$ cat config.mk
export PLATFORM = sky130hd
export DESIGN_NAME = lm07_sample_ctrl
export DESIGN_NICKNAME = d
export VERILOG_FILES = /design/src/rtl/lm07_pkg.sv /design/src/rtl/lm07_sck_div.sv /design/src/rtl/lm07_sample_ctrl.sv
export SDC_FILE = /design/constraint.sdc
export NUM_CORES = 1
export LEC_CHECK = 0
export ABC_AREA = 1
export BUFFER_PORTS_ARGS = -buffer_cell sky130_fd_sc_hd__buf_2
export CAP_MARGIN = 20
export CELL_PAD_IN_SITES_DETAIL_PLACEMENT = 0
export CELL_PAD_IN_SITES_GLOBAL_PLACEMENT = 2
export CORE_MARGIN = 4
export CORE_UTILIZATION = 30
export CTS_BUF_LIST = sky130_fd_sc_hd__clkbuf_8
export CTS_CLUSTER_DIAMETER = 200
export CTS_CLUSTER_SIZE = 30
export DETAILED_ROUTE_END_ITERATION = 7
export GPL_TIMING_DRIVEN = 0
export HOLD_SLACK_MARGIN = 0.05
export PLACE_DENSITY_LB_ADDON = 0.1
export SLEW_MARGIN = 10
export SYNTH_ARGS = -nofsm -noshare
export SYNTH_HDL_FRONTEND = slang
export SYNTH_SLANG_ARGS = --single-unit
$ cat constraint.sdc
create_clock -name clk -period 2.5 [get_ports clk]
set_clock_uncertainty 0.2 [all_clocks]
set_input_delay 0.5 -clock clk [delete_from_list [all_inputs] [get_ports clk]]
set_output_delay 0.5 -clock clk [all_outputs]
set_load 0.05 [all_outputs]
$ cat src/rtl/lm07_pkg.sv
// ---------------------------------------------------------------------------
// lm07_pkg
// Shared types and constants for the LM07/LM70 SPI read sequencer.
//   lm07_state_e  : sequencer FSM states
//   FRAME_BITS    : bits per sensor frame, read MSB-first
//   TEMP_INT_*    : slice of the raw frame that holds integer degC
//   TAIL_MASK     : value the frame tail must carry on a good read
// ---------------------------------------------------------------------------
package lm07_pkg;

    typedef enum logic [2:0] {
        ST_IDLE,
        ST_SETUP,
        ST_SHIFT,
        ST_HOLD,
        ST_GAP
    } lm07_state_e;

    localparam int FRAME_BITS   = 16;
    localparam int BIT_CNT_W    = $clog2(FRAME_BITS);
    localparam int TEMP_INT_MSB = 15;
    localparam int TEMP_INT_LSB = 7;
    localparam int TAIL_BITS    = 5;
    localparam logic [TAIL_BITS-1:0] TAIL_MASK = 5'b11111;

endpackage

$ cat src/rtl/lm07_sck_div.sv
// ---------------------------------------------------------------------------
// lm07_sck_div
// Half-period timer for the sensor serial clock. A down-counter runs
// CLK_DIV-1..0 and reloads itself, so every phase lasts CLK_DIV cycles.
//   clk        in   system clock
//   rst_n      in   asynchronous reset, active low
//   restart    in   realign the phase to the current cycle (frame start)
//   sck_level  in   current sck level, used to qualify the sample strobe
//   phase_end  out  last cycle of the current half-period
//   sample_en  out  last cycle of a high half-period (sio capture point)
// ---------------------------------------------------------------------------
module lm07_sck_div #(
    parameter int CLK_DIV = 2
) (
    input  logic clk,
    input  logic rst_n,
    input  logic restart,
    input  logic sck_level,
    output logic phase_end,
    output logic sample_en
);

    localparam int CW = (CLK_DIV > 1) ? $clog2(CLK_DIV) : 1;
    localparam logic [CW-1:0] LOAD = CW'(CLK_DIV - 1);

    logic [CW-1:0] cnt;

    always_ff @(posedge clk or negedge rst_n) begin
        if (!rst_n) begin
            cnt <= LOAD;
        end else if (restart || cnt == '0) begin
            cnt <= LOAD;
        end else begin
            cnt <= cnt - CW'(1);
        end
    end

    assign phase_end = (cnt == '0);
    // The sensor moves sio on the sck fall, so the end of the high phase
    // is the most settled point to capture it.
    assign sample_en = phase_end & sck_level;

endmodule

$ cat src/rtl/lm07_sample_ctrl.sv
// ---------------------------------------------------------------------------
// lm07_sample_ctrl
// SPI read sequencer for an LM07/LM70-family temperature sensor. Runs
// one-shot or periodic conversions, reads a 16-bit frame MSB-first, checks
// the tail, converts to integer degC and drives a hysteretic alarm.
//   clk         in   system clock
//   rst_n       in   asynchronous reset, active low
//   en          in   continuous sampling enable (level)
//   trig        in   one-shot request (1-cycle pulse)
//   sio         in   sensor serial data
//   cs_n        out  sensor chip select, active low
//   sck         out  serial clock, idles low
//   busy        out  high from cs_n fall until data_valid
//   data_valid  out  1-cycle frame-complete pulse
//   frame_err   out  1-cycle pulse with data_valid on a bad tail
//   temp_raw    out  last raw frame
//   temp_c      out  signed degC of the last good frame
//   alarm       out  over-temperature flag
//
// state    | meaning
// ---------+--------------------------------------------------------------
// ST_IDLE  | cs_n high, waiting for trig, pending or a periodic slot
// ST_SETUP | cs_n low, sck low for one half-period before the first bit
// ST_SHIFT | 16 sck periods; sio captured at the end of each high phase
// ST_HOLD  | sck low for one half-period, then cs_n released
// ST_GAP   | cs_n high; results published on the first cycle
// ---------------------------------------------------------------------------
module lm07_sample_ctrl
    import lm07_pkg::*;
#(
    parameter int               CLK_DIV       = 2,
    parameter int               SAMPLE_PERIOD = 1000,
    parameter logic signed [8:0] T_HIGH       = 9'sd40,
    parameter logic signed [8:0] T_LOW        = 9'sd35
) (
    input  logic                   clk,
    input  logic                   rst_n,
    input  logic                   en,
    input  logic                   trig,
    input  logic                   sio,
    output logic                   cs_n,
    output logic                   sck,
    output logic                   busy,
    output logic                   data_valid,
    output logic                   frame_err,
    output logic [FRAME_BITS-1:0]  temp_raw,
    output logic signed [8:0]      temp_c,
    output logic                   alarm
);

    localparam int PW = (SAMPLE_PERIOD > 2) ? $clog2(SAMPLE_PERIOD) : 1;
    localparam int GW = (CLK_DIV > 1) ? $clog2(2 * CLK_DIV) : 1;
    localparam logic [PW-1:0] PERIOD_LOAD = PW'(SAMPLE_PERIOD - 1);
    // cs_n stays high for GAP plus the IDLE cycle, so GAP itself is one
    // cycle short of the 2*CLK_DIV minimum.
    localparam logic [GW-1:0] GAP_LOAD    = GW'(2 * CLK_DIV - 2);

    lm07_state_e           state;
    logic [BIT_CNT_W-1:0]  bit_cnt;
    logic [FRAME_BITS-1:0] shift_reg;
    logic [PW-1:0]         period_cnt;
    logic [GW-1:0]         gap_cnt;
    logic                  pending;
    logic                  start;
    logic                  phase_end;
    logic                  sample_en;
    logic signed [8:0]     new_temp;
    logic                  tail_ok;

    assign start    = (state == ST_IDLE) && (trig || pending || (en && period_cnt == '0));
    assign new_temp = shift_reg[TEMP_INT_MSB:TEMP_INT_LSB];
    assign tail_ok  = (shift_reg[TAIL_BITS-1:0] == TAIL_MASK);

    lm07_sck_div #(
        .CLK_DIV (CLK_DIV)
    ) u_sck_div (
        .clk       (clk),
        .rst_n     (rst_n),
        .restart   (start),
        .sck_level (sck),
        .phase_end (phase_end),
        .sample_en (sample_en)
    );

    // Period timer: reloads on every start so periodic frames are spaced
    // from the last start of any kind. Held at zero while en is low so a
    // rising en starts a frame on the next IDLE cycle.
    always_ff @(posedge clk or negedge rst_n) begin
        if (!rst_n) begin
            period_cnt <= '0;
        end else if (start) begin
            period_cnt <= PERIOD_LOAD;
        end else if (!en) begin
            period_cnt <= '0;
        end else if (period_cnt != '0) begin
            period_cnt <= period_cnt - PW'(1);
        end
    end

    // A trig that coincides with a start is consumed by that start, so it
    // never leaves a pending frame behind.
    always_ff @(posedge clk or negedge rst_n) begin
        if (!rst_n) begin
            pending <= 1'b0;
        end else if (start) begin
            pending <= 1'b0;
        end else if (trig) begin
            pending <= 1'b1;
        end
    end

    always_ff @(posedge clk or negedge rst_n) begin
        if (!rst_n) begin
            state      <= ST_IDLE;
            cs_n       <= 1'b1;
            sck        <= 1'b0;
            busy       <= 1'b0;
            data_valid <= 1'b0;
            frame_err  <= 1'b0;
            temp_raw   <= '0;
            temp_c     <= '0;
            alarm      <= 1'b0;
            bit_cnt    <= '0;
            shift_reg  <= '0;
            gap_cnt    <= '0;
        end else begin
            data_valid <= 1'b0;
            frame_err  <= 1'b0;
            case (state)
                ST_IDLE: begin
                    if (start) begin
                        cs_n    <= 1'b0;
                        busy    <= 1'b1;
                        bit_cnt <= '0;
                        state   <= ST_SETUP;
                    end
                end
                ST_SETUP: begin
                    if (phase_end) begin
                        sck   <= 1'b1;
                        state <= ST_SHIFT;
                    end
                end
                ST_SHIFT: begin
                    if (sample_en) begin
                        shift_reg <= {shift_reg[FRAME_BITS-2:0], sio};
                        sck       <= 1'b0;
                    end else if (phase_end) begin
                        if (bit_cnt == BIT_CNT_W'(FRAME_BITS - 1)) begin
                            state <= ST_HOLD;
                        end else begin
                            bit_cnt <= bit_cnt + BIT_CNT_W'(1);
                            sck     <= 1'b1;
                        end
                    end
                end
                ST_HOLD: begin
                    if (phase_end) begin
                        cs_n    <= 1'b1;
                        gap_cnt <= GAP_LOAD;
                        state   <= ST_GAP;
                    end
                end
                ST_GAP: begin
                    if (gap_cnt == GAP_LOAD) begin
                        data_valid <= 1'b1;
                        busy       <= 1'b0;
                        temp_raw   <= shift_reg;
                        if (tail_ok) begin
                            temp_c <= new_temp;
                            if (new_temp >= T_HIGH) begin
                                alarm <= 1'b1;
                            end else if (new_temp < T_LOW) begin
                                alarm <= 1'b0;
                            end
                        end else begin
                            frame_err <= 1'b1;
                        end
                    end
                    if (gap_cnt == '0) begin
                        state <= ST_IDLE;
                    end else begin
                        gap_cnt <= gap_cnt - GW'(1);
                    end
                end
                default: begin
                    state <= ST_IDLE;
                    cs_n  <= 1'b1;
                    sck   <= 1'b0;
                end
            endcase
        end
    end

endmodule

==> flow_summary.json, run 1 <==
{
  "outcome": "finished clean",
  "fp.coreArea_um2": 10300,
  "cts_setup_buffers": 0,
  "area_growth_pct": 18.4,
  "io_buffers": 35,
  "start_kind": "flip-flop",
  "worstSetupPathType": "reg2reg",
  "grt_max_degree": 36,
  "worst_slew_pin_slew_ns": 0.495,
  "grtUsageMet3_pct": 3.17,
  "slew_violations": 0,
  "synth_top_area_share_pct": 51.8,
  "io_pins": 36,
  "setup_viol": 0,
  "synth_async_sr_flop_share_pct": 100,
  "internal_power_mw": 1.83,
  "period_share_pct": 75.2,
  "cts_tree": "built",
  "max-slew-margin-rel_pct": 66.9,
  "finalHoldViolCount": 0,
  "cp-end-kind": "flip-flop",
  "initial_utilization_pct": 30.9,
  "met1_usage_pct": 16.5,
  "crit_required_ns": 2.53,
  "diodes": 0,
  "synth_cells": 354,
  "cts_num_sinks": 68,
  "drt_iter0_drc": 94,
  "synth_warnings": 0,
  "cp.arrival_ns": 1.91,
  "drive_gt1_share_pct": 24.3,
  "rows": 37,
  "whs_ns": 0.223,
  "grt_overflow": 0,
  "syn_area_um2": 3190,
  "power_frac_comb_pct": 16.7,
  "grt_pass1_vias": 2399,
  "synthTopCellsByArea": "dfrtp_1 52%, nand2_1 10%, inv_1 5.2%",
  "cap_viol_max_count": 0,
  "use_met2_pct": 18.4,
  "syn_nets": 364,
  "antenna_left": 0,
  "track_usage_pct": 12.0,
  "cts_buffers": 9,
  "tns_ns": 0,
  "cts-htree-levels": 3,
  "vias_per_cell": 4.36,
  "root_buffer": "clkbuf_8",
  "final_util_pct": 36.5,
  "p_clk_share_pct": 37.0,
  "fp.dieW_um": 111,
  "ctsLongestPathBuffers": 2,
  "busiest_layer": "met2",
  "ys_seq_area_share_pct": 53.5,
  "synth_edf_count": 0,
  "route.vias.total": 2367,
  "hpwl_um": 4970,
  "ys_seq_elements": 68,
  "hold_class": "in2reg",
  "nFillCells": 1092,
  "rsz0062_at_grt": "no",
  "switchingPower_mw": 0.797,
  "p_sw_share_pct": 30.4,
  "period_minus_slack_ns": 1.88,
  "max_clock_freq_mhz": 532,
  "die_y_um": 111,
  "power_frac_seq_pct": 46.3,
  "netlist-cell-type-count": 30,
  "drt_wl_total_um": 6980,
  "synthTopCellsByCount": "88 x nand2_1, 66 x dfrtp_1, 44 x inv_1, 27 x nor2_1, 25 x o21ai_0",
  "synth.avg_cell_area_um2": 9.00,
  "vdd_ir_drop_max_mv": 0.251,
  "leakagePower_nw": 1.94,
  "ys.flop_type": "dfrtp_1",
  "clk_pin_slew_worst_paths_ns": 0.08,
  "globalplace.congestion": 0.738,
  "clk_latency_ns": 0.34,
  "dieArea_um2": 12300,
  "nets": 412,
  "remaining_drc_errors": 0,
  "grt_pass1_wl_um": 12000,
  "synth_area_leader_cell": "dfrtp_1",
  "antenna_found_initial": 0,
  "worstPathMaxFanout": 9,
  "firstDrtPassIters": 5,
  "wl_per_cell_um": 12.9,
  "powerDensity_nw_per_um2": 696,
  "yosys.cell_count.top_type": "nand2_1"
}
==> stage by stage <==
step                setup slack [ns]  cells  cell area (µm²)  total power [mW]
floorplan                      0.862    354             3190              1.57
global placement               0.263    525             3530              1.68
detailed placement             0.582    526             3550              1.68
CTS                            0.564    543             3770              2.67
global route                   0.371    543             3770              2.80
finish                         0.620    543             3770              2.62
==> area by class of cell <==
| class | instances | area (µm²) | area share, % |
|---|---|---|---|
| sequential | 68 | 1700 | 45.2 |
| inverter | 48 | 180 | 4.78 |
| buffer | 9 | 77.6 | 2.06 |
| timing repair buffer | 37 | 208 | 5.51 |
| clock buffer | 10 | 138 | 3.65 |
| tap | 136 | 170 | 4.51 |
| clock inverter | 6 | 71.3 | 1.89 |
| multi-input combinational | 229 | 1220 | 32.4 |
==> repair_timing <==
action | in CTS | in global routing
hold buffers | 1 | 0
endpoints found under the hold margin | 34 | 0
gates resized for setup | 0 | 0
==> power by group through the flow <==
stage | combinational [mW] | clock (mW) | sequential (mW)
2_1_floorplan | 0.342 | 0 | 1.23
3_3_place_gp | 0.447 | 0 | 1.24
3_5_place_dp | 0.448 | 0 | 1.24
4_1_cts | 0.450 | 1.00 | 1.22
5_1_grt | 0.526 | 1.05 | 1.23
6_report | 0.439 | 0.970 | 1.22
==> layer usage <==
metal,vias up,share of wire [%]
met4,0,0.90
met2,33,45
met1,1105,50
li1,1225,-
met3,4,3.6
met5,-,0
==> placed cells by master (no fill, tap or decap), drive strengths merged, types with 5 or more instances in the layout <==
master and count:
xor2 6, a21oi 5, nand4 6, clkbuf 12, nor2 31, ha 5
o21ai 48, inv 50, nand2 93, nand3 27, dfrtp 66, buf 43
==> worst paths after layout <==
kind	cells past startpoint	slack, ns	from	to
min	3	0.22	sio	shift_reg[0]
min in group asynchronous	2	0.44	rst_n	temp_c[0]
max reg2reg	9	0.62	period_cnt[0]	bit_cnt[0]
max	9	0.62	period_cnt[0]	bit_cnt[0]
max in group asynchronous	3	1.03	rst_n	cs_n
min reg2reg	2	0.27	cs_n	cs_n
==> worst max-delay path: stages, from the launching register on <==
cell	delay, ns
dfrtp_1	0.41
inv_1	0.16
ha_1	0.19
nand2_1	0.05
nor2_1	0.13
nand3_1	0.17
nand3_2	0.23
nand2_2	0.11
nand2_1	0.07
nand2_1	0.05
==> kinds of logic after synthesis <==
group / after synthesis / share of synthesized area (%)
XOR/XNOR: 8 / 2.20
AND/OR/NAND/NOR: 160 / 22.6
adder cells (fa/ha/maj): 5 / 1.96
AO/OA/AOI/OAI: 56 / 11.7
flip-flops: 68 / 53.5
buffers and inverters: 57 / 8.09
No activity file was read; power rests on OpenSTA's default activity.
==> inputs of run 2 (changes only) <==
--- a/config.mk
+++ b/config.mk
@@ -5,7 +5,7 @@
 export SDC_FILE = /design/constraint.sdc
 export NUM_CORES = 1
 export LEC_CHECK = 0
-export ABC_AREA = 1
+export ABC_AREA = 0
 export BUFFER_PORTS_ARGS = -buffer_cell sky130_fd_sc_hd__buf_2
 export CAP_MARGIN = 20
 export CELL_PAD_IN_SITES_DETAIL_PLACEMENT = 0
==> constraint.sdc (replaced) <==
create_clock -name clk -period 1.7 [get_ports clk]
set_clock_uncertainty 0.2 [all_clocks]
set_input_delay 0.34 -clock clk [delete_from_list [all_inputs] [get_ports clk]]
set_output_delay 0.34 -clock clk [all_outputs]
set_load 0.05 [all_outputs]
==> run 2 against run 1 <==
  * The flow now finishes with violations (setup timing)
  * Maximum frequency grew 0.87%
  * Area after synthesis shrank 5.5%
  * Core utilization grew 7.4 points
  * Combinational power grew to 6.9 times the previous value
  * Worst hold slack lost 0.15 ns
  * Global-route usage grew 1.0 points
  * Count of clock-buffer cells in the layout grew 1
  * Sequential cell count is the same
  * Critical endpoint is now period_cnt[3]
  * Highest routed layer unchanged
==> flow_summary.json, run 2 <==
{
  "outcome": "finished, violations left",
  "violations": "setup timing",
  "globalplace.congestion": 0.681,
  "start_kind": "flip-flop",
  "synth-simple-area-share_pct": 11.6,
  "layout_common_cells": "63 x dfrtp_1, 32 x buf_2, 25 x mux2_2",
  "powerDensity_nw_per_um2": 1630,
  "firstDrtPassIters": 4,
  "worstPathMaxFanout": 3,
  "cp.arrival_ns": 1.94,
  "diodes": 0,
  "area_growth_pct": 42.6,
  "fp.dieW_um": 108,
  "synth_compound_area_share_pct": 9.27,
  "multi_input_area_um2": 1440,
  "antenna_found_initial": 0,
  "nets": 332,
  "nFillCells": 961,
  "hpwl_um": 4240,
  "wl_met2_um": 3370,
  "period_share_pct": 110,
  "finalWorstSetupSlack_ns": -0.164,
  "synth_top_area_share_pct": 54.9,
  "io_pins": 36,
  "synth_adder_area_share_pct": 2.08,
  "tns_ns": -4.41,
  "cp-end-kind": "flip-flop",
  "routed.top_layer": "met4",
  "crit_required_ns": 1.77,
  "synth_top_family_by_area": "multiplexers",
  "cts-htree-levels": 3,
  "cap_viol_max_count": 0,
  "cts_buffers": 9,
  "drt_wl_total_um": 7020,
  "worst_slew_pin_slew_ns": 0.374,
  "synth.avg_cell_area_um2": 12.6,
  "mostFrequentLayoutCell": "dfrtp_1",
  "final_util_pct": 43.9,
  "grt_pass1_vias": 2234,
  "synth_edf_count": 0,
  "finalHoldViolCount": 0,
  "regArea_um2": 1710,
  "grt_max_degree": 51,
  "grt_overflow": 0,
  "syn_nets": 249,
  "synth-xor-area-share_pct": 2.04,
  "slew_violations": 0,
  "synth_area_leader_cell": "dfrtp_1",
  "worstSetupPathType": "reg2reg",
  "cts_num_sinks": 68,
  "initial_utilization_pct": 30.8,
  "io_buffers": 35,
  "hold_class": "in2reg",
  "route.vias.total": 2200,
  "rsz0062_at_grt": "yes",
  "antenna_left": 0,
  "vias_per_cell": 4.78,
  "wl_per_cell_um": 15.3,
  "wl_met3_um": 222,
  "synth_cells": 239,
  "ys_seq_elements": 68,
  "netlist-cell-type-count": 52,
  "m1WireLength_um": 3350,
  "track_usage_pct": 13.0,
  "yosys.cell_count.top_type": "dfrtp_1",
  "cts_tree": "built",
  "syn_area_um2": 3010,
  "clk_latency_ns": 0.34,
  "ys.flop_type": "dfrtp_1",
  "max-slew-margin-rel_pct": 75.0,
  "period_minus_slack_ns": 1.86,
  "ctsLongestPathBuffers": 2,
  "dieArea_um2": 11700,
  "grt_pass1_wl_um": 11700,
  "vdd_ir_drop_max_mv": 0.640,
  "leakagePower_nw": 2.01,
  "synth_async_sr_flop_share_pct": 100,
  "synth_warnings": 0,
  "max_clock_freq_mhz": 536,
  "yosys-mux-area-fraction_pct": 15.3,
  "fp.coreArea_um2": 9770,
  "root_buffer": "clkbuf_8",
  "setup_viol": 61,
  "remaining_drc_errors": 0,
  "clk_pin_slew_worst_paths_ns": 0.08,
  "drive_gt1_share_pct": 54.1,
  "synthTopCellsByCount": "66 x dfrtp_1, 41 x mux2_2, 15 x o21ai_0, 11 x nand2_1",
  "die_y_um": 108,
  "drt_iter0_drc": 56,
  "synthTopCellsByArea": "dfrtp_1 55%, mux2_2 15%, o21ai_0 2.5%",
  "ys_seq_area_share_pct": 56.6,
  "rows": 36
}
## run 2: cell count changes in the layout (fill, tap and decap cells not counted), moves of 9 or more
cell	before	now
nand3_1	24	6
o21ai_2	18	7
nor2_1	27	9
mux2_2	0	25
buf_4	1	24
mux2_4	0	16
inv_1	44	7
o21ai_0	25	4
buf_6	4	13
nand2_1	88	10
## run 2: final cells by class
class / count / area share (%)
buffer: 9 / 2.74
multi-input combinational: 151 / 33.6
clock inverter: 5 / 1.37
inverter: 10 / 0.874
timing repair buffer: 73 / 14.2
tap: 133 / 3.88
sequential: 68 / 39.8
clock buffer: 11 / 3.53
## run 2: critical path, cell delays in order (launching register included)
cell	delay, ns
dfrtp_1	0.38
inv_2	0.06
ha_4	0.15
and3b_2	0.22
and4_4	0.20
or4b_1	0.45
a21oi_1	0.13
## run 2: routing by layer
layer,vias up,global-route usage [%]
met5,-,0
met4,0,3.79
met3,9,3.88
met2,37,20.7
met1,1124,17.2
li1,1030,-
## run 2: cells by family (layout without fill, tap and decap cells)
logic type               after synthesis  in the layout
flip-flops                            68             68
AND/OR/NAND/NOR                       54             54
AO/OA/AOI/OAI                         44             44
multiplexers                          41             41
buffers and inverters                 20            108
XOR/XNOR                               7              7
adder cells (fa/ha/maj)                5              5
## run 2: report_power, final
| group | switching, mW | internal, mW | leakage (nW) | total, mW |
|---|---|---|---|---|
| clock | 0.654 | 0.761 | 0.102 | 1.42 |
| combinational | 1.43 | 1.61 | 1.03 | 3.04 |
| sequential | 0.466 | 2.06 | 0.873 | 2.52 |
| total | 2.55 | 4.43 | 2.01 | 6.98 |
## run 2: timing repair
action	CTS	global route
gates resized for setup	46	18
hold buffers	2	0
gates cloned	3	1
setup buffers	23	8
endpoints found under the hold margin	67	0
endpoints found under the setup margin	58	63
pin swaps	14	10
## run 2: final timing paths
path / from / end / slack [ns] / cells past startpoint
worst min register to register: temp_c[8] / temp_c[8] / 0.31 / 1
worst max register to register: period_cnt[1] / period_cnt[3] / -0.16 / 6
worst max-delay path: period_cnt[1] / period_cnt[3] / -0.16 / 6
min in group asynchronous: rst_n / bit_cnt[1] / 0.23 / 2
worst min-delay path: trig / pending / 0.08 / 3
max in group asynchronous: rst_n / u_sck_div.cnt / 0.48 / 3
## run 2: stage by stage
step / setup WS [ns] / power (mW) / area, µm² / hold slack [ns] / instances
6_report: -0.164 / 6.98 / 4290 / 0.0780 / 460
5_1_grt: -0.207 / 7.44 / 4290 / 0.0738 / 460
4_1_cts: -0.188 / 6.65 / 4140 / 0.0536 / 451
3_5_place_dp: -0.382 / 4.67 / 3500 / 0.0469 / 408
3_3_place_gp: -0.519 / 4.65 / 3470 / 0.286 / 407
2_1_floorplan: -0.163 / 4.13 / 3130 / -0.156 / 239
==> inputs of run 3 (changes only) <==
--- a/config.mk
+++ b/config.mk
@@ -6,13 +6,13 @@
 export NUM_CORES = 1
 export LEC_CHECK = 0
 export ABC_AREA = 0
-export BUFFER_PORTS_ARGS = -buffer_cell sky130_fd_sc_hd__buf_2
+export BUFFER_PORTS_ARGS = -buffer_cell sky130_fd_sc_hd__buf_4
 export CAP_MARGIN = 20
 export CELL_PAD_IN_SITES_DETAIL_PLACEMENT = 0
 export CELL_PAD_IN_SITES_GLOBAL_PLACEMENT = 2
 export CORE_MARGIN = 4
 export CORE_UTILIZATION = 30
-export CTS_BUF_LIST = sky130_fd_sc_hd__clkbuf_8
+export CTS_BUF_LIST = sky130_fd_sc_hd__clkbuf_4 sky130_fd_sc_hd__clkbuf_8 sky130_fd_sc_hd__clkbuf_16
 export CTS_CLUSTER_DIAMETER = 200
 export CTS_CLUSTER_SIZE = 30
 export DETAILED_ROUTE_END_ITERATION = 7
==> run 3 against run 2 <==
  * The run still ends with setup timing left
  * Die area did not move
  * Final cell count decreased by 0.43%
  * Via count shrank 2.2%
  * Count of clock-buffer cells in the layout shrank 1
  * First-iteration DRC count fell by 8.9%
  * Sequential power barely moved
  * Core utilization decreased by 0.077 points
  * Critical endpoint unchanged
==> flow_summary.json, run 3 (synthesis results as in run 2) <==
{
  "clk_latency_ns": 0.35,
  "finalHoldViolCount": 0,
  "cts_buffers": 9,
  "crit_required_ns": 1.78,
  "ctsLongestPathBuffers": 2,
  "fp.dieW_um": 108,
  "leakagePower_nw": 1.96,
  "vias_per_cell": 4.70,
  "setup_viol": 45,
  "pre_cts_ws_ns": -0.356,
  "layout_common_cells": "62 x dfrtp_1, 56 x buf_4, 25 x mux2_2",
  "rsz0062_at_grt": "yes",
  "grt_overflow": 0,
  "max-slew-margin-rel_pct": 56.4,
  "regArea_um2": 1710,
  "period_minus_slack_ns": 1.86,
  "clk_pin_slew_worst_paths_ns": 0.08,
  "p_clk_share_pct": 20.9,
  "ff2ff_path_depth": 5,
  "cts-htree-levels": 3,
  "slowest_delay_ns": 0.45,
  "crit_chain": "buf_6 -> or3_4 -> and4_4 -> or4b_1 -> a21oi_1",
  "initial_utilization_pct": 30.8,
  "finalWorstSetupSlack_ns": -0.161,
  "wl_per_cell_um": 15.1,
  "fp.coreArea_um2": 9770,
  "grt_max_degree": 69,
  "track_usage_pct": 13.2,
  "vdd_ir_drop_max_mv": 0.530,
  "cp.arrival_ns": 1.94,
  "drive_gt1_share_pct": 54.2,
  "cap_viol_max_count": 0,
  "worstSetupPathType": "reg2reg",
  "nets": 330,
  "power_frac_seq_pct": 37.4,
  "period_share_pct": 109,
  "io_buffers": 35,
  "grt_pass1_vias": 2261,
  "final_util_pct": 43.8,
  "hold_class": "in2reg",
  "diodes": 0,
  "worst_slew_pin_slew_ns": 0.654,
  "drt_iter0_drc": 51,
  "r2r-end": "period_cnt[3]",
  "hpwl_um": 4060,
  "worst-path-buf-inv": 1,
  "outcome": "finished, violations left",
  "holdPathStages": 3,
  "remaining_drc_errors": 0,
  "route.vias.total": 2152,
  "globalplace.congestion": 0.679,
  "rows": 36,
  "r2r_slack_ns": -0.16,
  "nFillCells": 984,
  "cp-end-kind": "flip-flop",
  "worstPathMaxFanout": 7,
  "cts_tree": "built",
  "drt_wl_total_um": 6910,
  "antenna_found_initial": 0,
  "firstDrtPassIters": 4,
  "area_growth_pct": 42.4,
  "crit_family": "simple AND/OR/NAND/NOR gates",
  "multi_input_area_um2": 1430,
  "min_from": "en",
  "whs_endpoint": "period_cnt[1]",
  "start_kind": "flip-flop",
  "die_y_um": 108,
  "switchingPower_mw": 2.50,
  "internal_power_mw": 4.23,
  "r2r-start": "state[0]",
  "violations": "setup timing",
  "antenna_left": 0,
  "powerDensity_nw_per_um2": 1570,
  "mostFrequentLayoutCell": "dfrtp_1",
  "dieArea_um2": 11700,
  "p_sw_share_pct": 37.2,
  "cp_slowest_cell": "or4b_1",
  "max_clock_freq_mhz": 537,
  "io_pins": 36,
  "grt_pass1_wl_um": 12000,
  "slew_violations": 0,
  "root_buffer": "clkbuf_8",
  "cts_num_sinks": 68,
  "power_frac_comb_pct": 41.7
}
==> run 3: cell types whose count changed in the layout (fill, tap and decap cells not counted), sizes merged <==
cell,change
buf,-2
clkinv,+1
dlygate4sd3,+1
clkbuf,-2
==> run 3: stage by stage <==
stage	hold WS, ns	cells	cell area, µm²	TNS [ns]	power (mW)
2_1_floorplan	-0.156	239	3130	-1.49	4.13
3_3_place_gp	0.293	407	3560	-10.19	4.67
3_5_place_dp	0.294	407	3560	-10.13	4.68
4_1_cts	0.128	451	4170	-5.18	6.56
5_1_grt	0.115	458	4290	-7.84	7.20
6_report	0.114	458	4290	-4.02	6.72
==> run 3: power groups by stage <==
stage | Combinational, mW | Sequential [mW] | Clock [mW]
after floorplan | 1.56 | 2.58 | 0
after global placement | 2.16 | 2.51 | 0
after detailed placement | 2.17 | 2.51 | 0
after CTS | 2.59 | 2.51 | 1.46
after global routing | 3.07 | 2.59 | 1.53
final | 2.81 | 2.52 | 1.40
==> run 3: worst max-delay path by stage <==
stage,startpoint,end,slack [ns],depth (start not counted)
detailed placement,period_cnt[0],period_cnt[0],-0.36,7
CTS,state[0],period_cnt[3],-0.20,5
global route,period_cnt[1],period_cnt[4],-0.23,7
floorplan,period_cnt[0],period_cnt[3],-0.16,6
finish,state[0],period_cnt[3],-0.16,5
global placement,period_cnt[0],period_cnt[0],-0.38,7
==> run 3: tightest hold or removal path, delay by kind of cell <==
family          cells  cell delay [ns]
buf+inv             2             0.18
compound gates      1             0.10
==> run 3: final cells by class <==
class | count | area share (%)
Inverter | 10 | 0.876
Buffer | 9 | 2.66
Clock inverter | 6 | 1.66
Sequential cell | 68 | 39.9
Multi-Input combinational cell | 151 | 33.3
Tap cell | 133 | 3.88
Clock buffer | 10 | 3.21
Timing Repair Buffer | 71 | 14.5
==> run 3: routing by layer <==
metal  global-route usage (%)  wire length, µm
met5                        0                0
met1                     17.3             3190
met4                     4.06               98
met3                     4.12              241
met2                     21.0             3390
==> run 3: timing repair <==
action / CTS / global route
setup buffers: 23 / 8
endpoints found under the hold margin: 68 / 0
pin swaps: 13 / 8
gates resized for setup: 36 / 21
gates cloned: 3 / 0
hold buffers: 3 / 0
endpoints found under the setup margin: 56 / 67
